===== config.mk =====
export PLATFORM = sky130hd
export DESIGN_NAME = alu_issue_stage
export DESIGN_NICKNAME = d
export VERILOG_FILES = /design/src/rtl/alu_issue_stage.sv
export SDC_FILE = /design/constraint.sdc
export NUM_CORES = 1
export LEC_CHECK = 0
export BUFFER_PORTS_ARGS = -buffer_cell sky130_fd_sc_hd__buf_2
export CORE_ASPECT_RATIO = 2
export CORE_MARGIN = 2
export CORE_UTILIZATION = 43
export CTS_CLUSTER_SIZE = 24
export DETAILED_ROUTE_END_ITERATION = 16
export GPL_ROUTABILITY_DRIVEN = 0
export PLACE_DENSITY = 0.8
export REMOVE_ABC_BUFFERS = 1
export SYNTH_ARGS = -nofsm -noshare
export SYNTH_HDL_FRONTEND = slang
export SYNTH_SLANG_ARGS = --single-unit

===== constraint.sdc =====
create_clock -name clk -period 2.1 [get_ports clk]
set_clock_uncertainty 0.15 [all_clocks]
set_input_delay 0.105 -clock clk [delete_from_list [all_inputs] [get_ports clk]]
set_output_delay 0.105 -clock clk [all_outputs]
set_load 0.01 [all_outputs]

===== src/rtl/alu_issue_stage.sv =====
// ============================================================================
// alu_issue_stage: decode-to-ALU issue register with optional skid buffer.
// Optional feature macro: ALU_ISSUE_SKID_EN (two-entry skid, registered ready)
// Revision: 1.0
// ============================================================================
`default_nettype none

module alu_issue_stage #(
    parameter int XLEN = 32
) (
    input  logic            clk,
    input  logic            rst_n,
    input  logic            in_valid,
    output logic            in_ready,
    input  logic [6:0]      opcode,
    input  logic [2:0]      funct3,
    input  logic            funct7b5,
    input  logic [XLEN-1:0] rs1_data,
    input  logic [XLEN-1:0] rs2_data,
    input  logic [XLEN-1:0] imm,
    input  logic [XLEN-1:0] pc,
    input  logic [4:0]      rd_in,
    input  logic            flush,
    output logic            out_valid,
    input  logic            out_ready,
    output logic [XLEN-1:0] alu_in1,
    output logic [XLEN-1:0] alu_in2,
    output logic [3:0]      alu_ctrl,
    output logic [4:0]      rd_out,
    output logic            illegal
);

    localparam logic [3:0] c_ALU_ADD  = 4'b0010;
    localparam logic [3:0] c_ALU_SUB  = 4'b0110;
    localparam logic [3:0] c_ALU_AND  = 4'b0000;
    localparam logic [3:0] c_ALU_OR   = 4'b0001;
    localparam logic [3:0] c_ALU_SLL  = 4'b1000;
    localparam logic [3:0] c_ALU_SRL  = 4'b1001;
    localparam logic [3:0] c_ALU_SRA  = 4'b1011;
    localparam logic [3:0] c_ALU_BEQ  = 4'b1100;
    localparam logic [3:0] c_ALU_BNE  = 4'b1101;
    localparam logic [3:0] c_ALU_BGE  = 4'b1110;
    localparam logic [3:0] c_ALU_BLT  = 4'b1111;
    localparam logic [3:0] c_ALU_NONE = 4'b0111;

    localparam logic [6:0] c_OP_R      = 7'b0110011;
    localparam logic [6:0] c_OP_I      = 7'b0010011;
    localparam logic [6:0] c_OP_LOAD   = 7'b0000011;
    localparam logic [6:0] c_OP_STORE  = 7'b0100011;
    localparam logic [6:0] c_OP_JALR   = 7'b1100111;
    localparam logic [6:0] c_OP_BRANCH = 7'b1100011;
    localparam logic [6:0] c_OP_JAL    = 7'b1101111;

    // Entry layout: {illegal, ctrl, rd, in1, in2}
    localparam int c_EW = 2 * XLEN + 10;

    logic            w_ok;
    logic [3:0]      w_ctrl;
    logic [XLEN-1:0] w_in1;
    logic [XLEN-1:0] w_in2;
    logic [c_EW-1:0] w_dec;
    logic            w_in_xfer;

    logic            r_main_valid;
    logic [c_EW-1:0] r_main;

    always_comb begin
        w_ok   = 1'b0;
        w_ctrl = c_ALU_NONE;
        w_in1  = rs1_data;
        w_in2  = rs2_data;
        case (opcode)
            c_OP_R, c_OP_I: begin
                w_ok = 1'b1;
                if (opcode == c_OP_I) begin
                    w_in2 = imm;
                end
                case (funct3)
                    3'b000: w_ctrl = (opcode == c_OP_R && funct7b5) ? c_ALU_SUB : c_ALU_ADD;
                    3'b111: w_ctrl = c_ALU_AND;
                    3'b110: w_ctrl = c_ALU_OR;
                    3'b001: begin
                        w_ctrl = c_ALU_SLL;
                        if (opcode == c_OP_I) begin
                            w_in2 = {{(XLEN-5){1'b0}}, imm[4:0]};
                        end
                    end
                    3'b101: begin
                        w_ctrl = funct7b5 ? c_ALU_SRA : c_ALU_SRL;
                        if (opcode == c_OP_I) begin
                            w_in2 = {{(XLEN-5){1'b0}}, imm[4:0]};
                        end
                    end
                    default: w_ok = 1'b0;
                endcase
            end
            c_OP_LOAD, c_OP_STORE, c_OP_JALR: begin
                w_ok   = 1'b1;
                w_ctrl = c_ALU_ADD;
                w_in2  = imm;
            end
            c_OP_BRANCH: begin
                w_ok = 1'b1;
                case (funct3)
                    3'b000:  w_ctrl = c_ALU_BEQ;
                    3'b001:  w_ctrl = c_ALU_BNE;
                    3'b100:  w_ctrl = c_ALU_BLT;
                    3'b101:  w_ctrl = c_ALU_BGE;
                    default: w_ok   = 1'b0;
                endcase
            end
            c_OP_JAL: begin
                w_ok  = 1'b1;
                w_in1 = pc;
                w_in2 = imm;
            end
            default: w_ok = 1'b0;
        endcase
        // Undecodable instructions travel as a zeroed no-ALU entry.
        if (!w_ok) begin
            w_ctrl = c_ALU_NONE;
            w_in1  = '0;
            w_in2  = '0;
        end
    end

    assign w_dec     = {~w_ok, w_ctrl, (w_ok ? rd_in : 5'd0), w_in1, w_in2};
    assign w_in_xfer = in_valid & in_ready;

`ifdef ALU_ISSUE_SKID_EN
    logic            r_skid_valid;
    logic [c_EW-1:0] r_skid;

    always_ff @(posedge clk or negedge rst_n) begin
        if (!rst_n) begin
            r_main_valid <= 1'b0;
            r_main       <= '0;
            r_skid_valid <= 1'b0;
            r_skid       <= '0;
        end else if (flush) begin
            r_main_valid <= 1'b0;
            r_skid_valid <= 1'b0;
        end else if (!r_main_valid || out_ready) begin
            // Skid is full only while ready is low, so it never races an input.
            if (r_skid_valid) begin
                r_main       <= r_skid;
                r_main_valid <= 1'b1;
                r_skid_valid <= 1'b0;
            end else if (w_in_xfer) begin
                r_main       <= w_dec;
                r_main_valid <= 1'b1;
            end else begin
                r_main_valid <= 1'b0;
            end
        end else if (w_in_xfer) begin
            r_skid       <= w_dec;
            r_skid_valid <= 1'b1;
        end
    end

    assign in_ready = ~r_skid_valid;
`else
    always_ff @(posedge clk or negedge rst_n) begin
        if (!rst_n) begin
            r_main_valid <= 1'b0;
            r_main       <= '0;
        end else if (flush) begin
            r_main_valid <= 1'b0;
        end else if (!r_main_valid || out_ready) begin
            if (w_in_xfer) begin
                r_main       <= w_dec;
                r_main_valid <= 1'b1;
            end else begin
                r_main_valid <= 1'b0;
            end
        end
    end

    assign in_ready = ~r_main_valid | out_ready;
`endif

    assign out_valid = r_main_valid;
    assign illegal   = r_main[c_EW-1];
    assign alu_ctrl  = r_main[c_EW-2 -: 4];
    assign rd_out    = r_main[2*XLEN+4 -: 5];
    assign alu_in1   = r_main[2*XLEN-1 -: XLEN];
    assign alu_in2   = r_main[XLEN-1:0];

endmodule

`default_nettype wire

==> flow_summary_export.csv, run 1 <==
group,metric,value,unit
floorplan,fp-row-count,47,
synth,yosysTopAreaCell,"dfrtp_1",
synth,synth.top_cell.area_share,0.516,
synth,yosys.cell_types.count,33,
clock_network,htreeDepth,3,
status,error,"[ERROR RSZ-0060] Max buffer count reached.",
synth,synth_simple_gate_area_share,0.114,
synth,ys.warnings.count,0,
floorplan,ios,225,
synth,synth_edf_count,0,
clock_network,cts_sinks,75,
floorplan,fp.dieH,134,µm
status,outcome,"did not finish",
placed_design,portBuffers,224,
synth,syn_area_per_cell,10.1,µm²
clock_network,max-clock-path-buffers,2,
synth,yosysSeqAreaShare,0.516,
synth,synth_compound_area_frac,0.213,
placed_design,dp_hpwl,8780,µm
synth,synthMuxAreaShare,0.102,
synth,yosys-top-cells-area,"dfrtp_1, mux2i_1, o21ai_1",
synth,synthXorXnorAreaFrac,0,
clock_network,cts_setup_buffers,0,
clock_network,clockRootBuffer,"clkbuf_16",
synth,syn_inst,359,
clock_network,ctsHoldBuffers,137,
floorplan,die_w,69.0,µm
synth,async_flop_share,1.00,
synth,syn-cell-area,3630,µm²
synth,yosys_most_used_dff,"dfrtp_1",
synth,synth_adder_area_share,0,
clock_network,ctsResizeCount,0,
synth,synth_common_cells,"dfrtp_1, nand2_1, o21ai_1",
floorplan,start_util,0.441,
clock_network,cts_made_buffers,9,
synth,synth-seq-cells,75,
synth,synth.most_common_cell,"dfrtp_1",
status,stop_stage,"clock tree synthesis",
synth,synth_top_family_by_area,"compound AO/OA/AOI/OAI gates",
kinds of logic after synthesis:
group,after synthesis
simple gates,95
compound gates,122
buf+inv,30
mux,37
flops,75
stage by stage:
stage          area, µm²  cells  setup WS [ns]
3_3_place_gp        4800    664          0.169
3_5_place_dp        4800    664         0.0490
2_1_floorplan       3450    332          -1.49
==> run 2, diff against run 1 <==
Settings changed: CORE_ASPECT_RATIO 2 to unset, CORE_UTILIZATION 43 to 35, CTS_CLUSTER_SIZE 24 to unset, PLACE_DENSITY 0.8 to unset, PLACE_DENSITY_LB_ADDON set to 0.15.
==> run 2 against run 1 <==
Effect of this change:
- synthesized cell count did not move
- the flow now finishes without violations
- synthesized area did not move
==> flow_summary_export.csv, run 2 <==
group,metric,value,unit
floorplan,fp-row-count,37,
global_route,grt_pass1_vias,4216,
global_route,grt_max_degree,41,
route,drtIter0Drc,201,
setup_path,cp_max_fo,27,
global_route,antenna_found_initial,1,
placed_design,dp_hpwl,8000,µm
pwr,netSwitchingFraction,0.249,
timing,finalMaxSlewViolations,0,
final_layout,largest_register_ffs,74,
synth,ys.warnings.count,0,
clock_network,cts_tree,"done",
pwr,peakVddDrop,0.349,mV
synth,synth_top_family_by_area,"compound AO/OA/AOI/OAI gates",
synth,yosysSeqAreaShare,0.516,
pwr,seq_power_share,0.462,
route,vias,4135,
synth,yosys.cell_types.count,33,
route,firstDrtPassIters,5,
route,avgRoutedWirePerCell,15.1,µm
setup_path,worstSetupPathType,"primary input to flop",
final_layout,final_cell_mix,"buf_2, dlygate4sd3_1, dfrtp_1",
synth,synth.top_cell.area_share,0.516,
placed_design,dpl-instance-area,4860,µm²
route,drcViolationCount,0,
route,final_antenna_net_count,0,
global_route,grt_use_total,0.227,
timing,layout_min_cycle_time,1.96,ns
synth,synth-seq-cells,75,
floorplan,ios,225,
timing,setup_viol,0,
pwr,switchingPower,0.805,mW
final_layout,regMostFlops,"r_main",
floorplan,core,10200,µm²
status,outcome,"finished, final reports clean",
floorplan,fp.dieH,106,µm
clock_network,cts_made_buffers,9,
synth,synthMuxAreaShare,0.102,
timing,rsz0062_at_grt,"no",
setup_path,startpoint_type,"primary input",
worst_hold_path,worst_hold_path_type,"primary input to flop",
pwr,p_int,2.43,mW
clock_network,htreeDepth,3,
clock_network,max-clock-path-buffers,2,
timing,period_share,0.934,
timing,worst_pin_slew,0.506,ns
synth,synth_adder_area_share,0,
synth,synth.most_common_cell,"dfrtp_1",
final_layout,design_area,6450,µm²
final_layout,finish.utilization,0.633,
synth,synthXorXnorAreaFrac,0,
floorplan,start_util,0.357,
pwr,power_density,502,nW/µm²
pwr,p_leak,3.52,nW
clock_network,cts_sinks,75,
synth,syn_inst,359,
clock_network,clkTransAtPathRegs,0.07,ns
pwr,power_frac_comb,0.198,
synth,yosys_most_used_dff,"dfrtp_1",
synth,synth_edf_count,0,
global_route,grt-ovfl-total,0,
final_layout,drive_gt1_frac,0.366,
final_layout,final_common_cell,"buf_2",
synth,synth_compound_area_frac,0.213,
pwr,power,3.24,mW
pwr,pwr-share-clk,0.340,
clock_network,clk_latency,0.34,ns
setup_path,r2r_slack,0.27,ns
route,finalWirelength,13000,µm
global_route,grt_pass1_wl,20100,µm
synth,async_flop_share,1.00,
timing,hold_viol,0,
placed_design,portBuffers,224,
route,viasPerCell,4.82,
final_layout,fin_nets,865,
final_layout,multi_input_area,1560,µm²
setup_path,critical_path_required,2.22,ns
floorplan,die_w,106,µm
flow_run,max-cap-violations,0,
synth,syn_area_per_cell,10.1,µm²
timing,fmax,0.510,GHz
synth,synth_simple_gate_area_share,0.114,
timing,max-slew-margin-rel,0.663,
synth,yosys-top-cells-area,"dfrtp_1, mux2i_1, o21ai_1",
floorplan,fp.dieArea,11200,µm²
final_layout,areaGrowthSynthToFinish,77.4,%
clock_network,cts_setup_buffers,0,
synth,synth_common_cells,"dfrtp_1, nand2_1, o21ai_1",
final_layout,fillerInstances,862,
clock_network,clockRootBuffer,"clkbuf_8",
setup_path,critPathCaptureType,"flop",
setup_path,crit_arrival,2.08,ns
synth,syn-cell-area,3630,µm²
final_layout,seqCellArea,1880,µm²
synth,yosysTopAreaCell,"dfrtp_1",
==> run 2: final cells by class <==
type                            instances  share of cell area
Multi-Input combinational cell        254               0.242
Sequential cell                        75               0.291
Clock inverter                          5             0.00815
Tap cell                              136              0.0264
Antenna cell                            1            0.000388
Clock buffer                           11              0.0219
Timing Repair Buffer                  373               0.408
Inverter                                3             0.00175
==> run 2: critical path, stage by stage <==
cell           delay (ns)
buf_2                0.24
nand3b_1             0.19
or2_4                0.30
o31ai_4              0.06
buf_4                0.32
a22oi_1              0.13
dlygate4sd3_1        0.58
o21ai_1              0.15
==> run 2: worst paths after layout <==
kind,to,depth (start not counted),from
max in group asynchronous,r_main[39],3,rst_n
max reg2reg,r_main[45],6,out_valid
min in group asynchronous,r_main[59],2,rst_n
min,r_main[69],3,opcode[3]
max,r_main[12],8,opcode[6]
min reg2reg,r_main[5],2,r_main[5]
==> run 2: stage by stage <==
stage               hold WS, ns  setup slack [ns]  std cells  TNS (ns)
global placement        -0.0397             0.353        702         0
finish                   0.0286             0.138        858         0
global route             0.0701           0.00216        858         0
floorplan                -0.341             -1.49        332    -98.36
CTS                     0.00851             0.172        857         0
detailed placement      -0.0411             0.294        702         0
==> run 2: power groups by stage <==
stage	registers, mW	logic [mW]	clock network, mW
4_1_cts	1.49	0.629	1.13
2_1_floorplan	1.54	0.130	0
5_1_grt	1.50	0.696	1.20
3_5_place_dp	1.52	0.418	0
3_3_place_gp	1.52	0.413	0
6_report	1.50	0.641	1.10
==> run 2: routing by layer <==
metal  share of wire  up-vias  track usage
met5               0        -            0
met4           0.024        0       0.0940
met3           0.071       26       0.0484
met1            0.41     1932        0.265
li1                -     1990            -
met2            0.50      187        0.402
==> run 2: repair_timing <==
action,4_1_cts,5_1_grt
endpoints found under the hold margin,112,0
hold buffers,139,0
gates resized for setup,0,1
setup endpoints to repair,0,1
==> run 2: logic make-up after synthesis <==
family                 after synthesis
AO/OA/AOI/OAI                      122
multiplexers                        37
AND/OR/NAND/NOR                     95
buffers and inverters               30
flip-flops                          75
No activity file was read; power rests on OpenSTA's default activity.
